==> src/rtl/serial_subtractor.sv <==
// serial_subtractor
//   Bit-serial WIDTH-bit subtractor computing Y = A - B one bit per clock,
//   LSB first, with a registered borrow between bit steps. A start/busy/done
//   handshake frames each operation; Y and borrow only change on the single
//   edge that enters DONE, so consumers never see a partial result.
//
// Ports:
//   clk     rising-edge clock
//   rst_n   asynchronous active-low reset
//   start   operation request, only looked at while idle
//   A, B    minuend / subtrahend, captured when start is accepted
//   en      clock enable for the bit steps; 0 freezes an operation in flight
//   busy    high while an operation is in progress or being reported
//   done    one-cycle pulse marking Y/borrow as freshly valid
//   Y       difference A - B modulo 2^WIDTH
//   borrow  final borrow-out, 1 when A < B (unsigned)

module serial_subtractor #(
  parameter int WIDTH = 8
) (
  input  logic             clk,
  input  logic             rst_n,
  input  logic             start,
  input  logic [WIDTH-1:0] A,
  input  logic [WIDTH-1:0] B,
  input  logic             en,
  output logic             busy,
  output logic             done,
  output logic [WIDTH-1:0] Y,
  output logic             borrow
);

  // Counter must be able to hold WIDTH itself, hence WIDTH+1 states.
  localparam int CW = $clog2(WIDTH + 1);
  localparam logic [CW-1:0] LAST = CW'(WIDTH - 1);

  typedef enum logic [1:0] {
    IDLE,
    SHIFT,
    DONE
  } state_t;

  state_t           state;
  state_t           state_next;
  logic [WIDTH-1:0] ra;
  logic [WIDTH-1:0] rb;
  logic [WIDTH-1:0] res;
  logic [WIDTH-1:0] res_next;
  logic             br;
  logic             br_next;
  logic [CW-1:0]    cnt;
  logic             accept;
  logic             step;
  logic             last;
  logic             a0;
  logic             b0;
  logic             d;

  // Full-subtract cell on the current LSBs. The new difference bit enters
  // the result register from the top so that after WIDTH steps the first
  // bit produced has walked down to bit 0.
  always_comb begin
    a0       = ra[0];
    b0       = rb[0];
    d        = a0 ^ b0 ^ br;
    br_next  = (~a0 & b0) | (~(a0 ^ b0) & br);
    res_next = res >> 1;
    res_next[WIDTH-1] = d;
  end

  // State register.
  always_ff @(posedge clk or negedge rst_n) begin
    if (!rst_n) begin
      state <= IDLE;
    end else begin
      state <= state_next;
    end
  end

  // Next-state logic plus the strobes that steer the datapath.
  always_comb begin
    state_next = state;
    accept     = 1'b0;
    step       = 1'b0;
    last       = 1'b0;
    case (state)
      IDLE: begin
        if (start && en) begin
          accept     = 1'b1;
          state_next = SHIFT;
        end
      end
      SHIFT: begin
        if (en) begin
          step = 1'b1;
          if (cnt == LAST) begin
            last       = 1'b1;
            state_next = DONE;
          end
        end
      end
      DONE: begin
        state_next = IDLE;
      end
      default: begin
        state_next = IDLE;
      end
    endcase
  end

  // Datapath. Y/borrow are loaded only together with the DONE transition,
  // which keeps them stable for the whole of the next operation.
  always_ff @(posedge clk or negedge rst_n) begin
    if (!rst_n) begin
      ra     <= '0;
      rb     <= '0;
      res    <= '0;
      br     <= 1'b0;
      cnt    <= '0;
      Y      <= '0;
      borrow <= 1'b0;
    end else if (accept) begin
      ra  <= A;
      rb  <= B;
      res <= '0;
      br  <= 1'b0;
      cnt <= '0;
    end else if (step) begin
      ra  <= ra >> 1;
      rb  <= rb >> 1;
      res <= res_next;
      br  <= br_next;
      cnt <= cnt + CW'(1);
      if (last) begin
        Y      <= res_next;
        borrow <= br_next;
      end
    end
  end

  assign busy = (state != IDLE);
  assign done = (state == DONE);

endmodule
==> config.mk <==
export PLATFORM = sky130hd
export DESIGN_NAME = serial_subtractor
export DESIGN_NICKNAME = d
export VERILOG_FILES = /design/src/rtl/serial_subtractor.sv
export SDC_FILE = /design/constraint.sdc
export NUM_CORES = 1
export LEC_CHECK = 0
export BUFFER_PORTS_ARGS = -buffer_cell sky130_fd_sc_hd__buf_2
export CAP_MARGIN = 20
export CORE_ASPECT_RATIO = 1.4
export CORE_UTILIZATION = 47
export CTS_CLUSTER_SIZE = 30
export DETAILED_ROUTE_END_ITERATION = 10
export PLACE_DENSITY_LB_ADDON = 0.12
export SYNTH_ARGS = -nofsm -noshare
export SYNTH_HDL_FRONTEND = slang
export SYNTH_SLANG_ARGS = --single-unit
==> constraint.sdc <==
create_clock -name clk -period 1.9 [get_ports clk]
set_input_delay 0 -clock clk [delete_from_list [all_inputs] [get_ports clk]]
set_output_delay 0 -clock clk [all_outputs]
set_load 0.005 [all_outputs]
==> results.py <==
metrics = {
    "yosys": {
        "synthSimpleGateAreaFrac": 0.123,
        "synth.most_common_cell": "dfrtp_1",
        "synth_mux_area_frac": 0.0599,
        "synth_nets": 169,
        "yosys_warnings": 0,
        "synth_top_family_by_area": "compound AO/OA/AOI/OAI gates",
        "synthFlopType": "dfrtp_1",
        "synth_seq_cells": 39,
        "synth_compound_area_frac": 0.171,
        "synthTopCellsByCount": "dfrtp_1 (39), nand2_1 (20), a21oi_1 (19)",
        "synth-edff-count": 0,
        "ys_seq_area_frac": 0.584,
        "synth_fa_ha_area_frac": 0.0195,
        "ys_types": 34,
        "netlist_instances": 147,
        "synth_xor_area_frac": 0,
        "avgSynthCellArea_um2": 11.4,
        "async_reset_ff_frac": 1.00,
        "synth_area_leaders": "dfrtp_1 (58%), a21oi_1 (5.7%), mux2_2 (5.4%), a22o_1 (5.2%), nand2_1 (4.5%)",
        "synth_top_area_share": 0.584,
        "synth_top_cell_by_area": "dfrtp_1",
        "netlist_area_um2": 1670,
    },
    "clock_network": {
        "worstSkewPairLatency_ns": 0.29,
        "numCtsBuffers": 5,
        "cts_buffer_depth": 2,
        "clockRootBuffer": "clkbuf_8",
        "clk_pin_slew_ns": 0.08,
        "cts_tree": "done",
        "cts_max_level": 2,
        "post-cts-setup-buffer-count": 0,
        "cts.sinks": 39,
    },
    "sta": {
        "fmax_mhz": 577,
        "setup_violations": 0,
        "worst_pin_slew_ns": 0.844,
        "finalSetupTns_ns": 0,
        "holdWs_ns": 0.0216,
        "hold_violations": 0,
        "max_slew_margin": 0.437,
        "fin_crit_sh": 0.912,
        "rsz0062_at_grt": "false",
        "final-max-slew-violation-count": 0,
        "final.setup_skew_ns": 0.00546,
        "finalWorstSetupSlack_ns": 0.168,
        "fin_crit_ns": 1.73,
    },
    "critical_path": {
        "crit_buf_inv": 0,
        "crit_fanout": 11,
        "slowest_delay_ns": 0.66,
        "crit_path_cell_trace": "and3b_1, nor2_1, a22o_1",
        "reg2regPathDepth": 3,
        "path_delay_family": "simple AND/OR/NAND/NOR gates",
        "crit_arrival_ns": 1.96,
        "crit_required_ns": 2.13,
        "critPathLaunchType": "flip-flop",
        "cp_num_cells": 3,
        "endpoint_kind": "flip-flop",
        "slowest_stage": "nor2_1",
        "crit_type": "reg2reg",
    },
    "power_and_ir_drop": {
        "p_total_mw": 2.72,
        "worst_ir_drop_vdd_v": 0.000714,
        "power_leakage_nw": 1.04,
        "power.density_nw_per_um2": 1340,
    },
    "global_route": {
        "grt_pass1_vias": 1324,
        "grt_max_degree": 40,
        "grt_pass1_wl_um": 5590,
        "grt_overflow": 0,
        "gr-usage-all-layers": 0.204,
        "antenna_found_initial": 0,
    },
    "die": {
        "core-area_um2": 3380,
        "die_h_um": 72.6,
        "initial_core_util": 0.495,
        "die_area_um2": 3800,
        "io_pins": 31,
        "rows": 25,
        "die_x_um": 52.4,
    },
    "placed_design": {
        "placed_cells": 211,
        "place_area_um2": 1840,
        "place_congestion": 0.757,
        "dpl_worst_slack_ns": 0.188,
        "io_buffers": 30,
        "dpl.hpwl_um": 2260,
    },
    "route": {
        "vias": 1246,
        "wire_per_inst_um": 14.2,
        "wl_um": 3280,
        "drt_pass1_iterations": 4,
        "avgViaCountPerCell": 5.42,
        "drtAntennaViolNets": 0,
        "post-route-drc-count": 0,
        "drtIter0Drc": 26,
    },
    "worst_hold_path": {
        "hp-class": "in2reg",
        "hold_depth": 3,
    },
    "cells_and_area": {
        "drive_gt1_frac": 0.274,
        "syn2layout_area_growth_pct": 21.5,
        "regArea_um2": 976,
        "num-nets-final": 211,
        "design_area_um2": 2030,
        "multiInputGateArea_um2": 623,
        "final_cell_count_no_fill": 230,
        "n_antenna_cell": 0,
        "nFillCells": 291,
        "final_util": 0.601,
    },
    "status": {
        "status": "complete, no violations",
    },
    "job": {
        "max-cap-violations": 0,
    },
}
[routing by layer]
layer,global-route usage,vias up,wire (um)
met5,0,-,0
met4,0.0877,0,53
met3,0.0566,6,119
met2,0.373,28,1810
met1,0.210,614,1300
li1,-,598,-
[kinds of logic (layout without fill, tap and decap cells)]
group                      count (synthesis)  after routing
AOI/OAI and AO/OA                         43             43
adders and majority gates                  2              2
and+or+nand+nor                           41             41
muxes                                      9              9
DFF                                       39             39
buffers and inverters                     13             56
[power breakdown]
part / total [mW] / switching, mW / internal [mW]
Sequential: 1.36 / 0.205 / 1.16
Combinational: 0.815 / 0.397 / 0.418
Clock: 0.537 / 0.286 / 0.251
[sequential cells by signal (all words and copies together) (netlist names)]
name,count
cnt,4
rb,8
state,2
borrow,1
res,7
br,1
ra,8
Y,8
[cells in the final DEF (no fill, tap or decap), types with 2 or more instances in the layout]
cell	count
nand2_1	20
o21ai_0	3
clkbuf_8	5
dfrtp_1	39
clkinv_2	3
a22o_1	10
buf_4	3
mux2_2	8
a21o_1	6
inv_1	4
nor2_1	8
a21oi_1	19
buf_2	30
dlygate4sd3_1	11
nand3_1	2
[path summary, 6_finish.rpt]
path / startpoint / endpoint / slack, ns
min: B[4] / rb[4] / 0.02
min reg2reg: cnt[3] / cnt[3] / 0.48
max in group asynchronous: rst_n / cnt[3] / 1.01
min in group asynchronous: rst_n / res[1] / 0.36
max reg2reg: state[0] / res[7] / 0.17
max: state[0] / res[7] / 0.17
[final cells by class]
cell class / instances / area share
Clock buffer: 5 / 0.0339
Tap cell: 40 / 0.0246
Multi-Input combinational cell: 95 / 0.307
Clock inverter: 3 / 0.00739
Timing Repair Buffer: 44 / 0.139
Sequential cell: 39 / 0.481
Inverter: 4 / 0.00739
[repair_timing]
action,CTS,global route
gates resized for setup,0,0
hold endpoints to repair,49,0
hold buffers,11,0
[tightest hold or removal path, delay by kind of cell]
kind / cells / cell delay [ns]
AO/OA/AOI/OAI: 2 / 0.20
buffers and inverters: 1 / 0.08
Power figures use the tool's default switching activity.
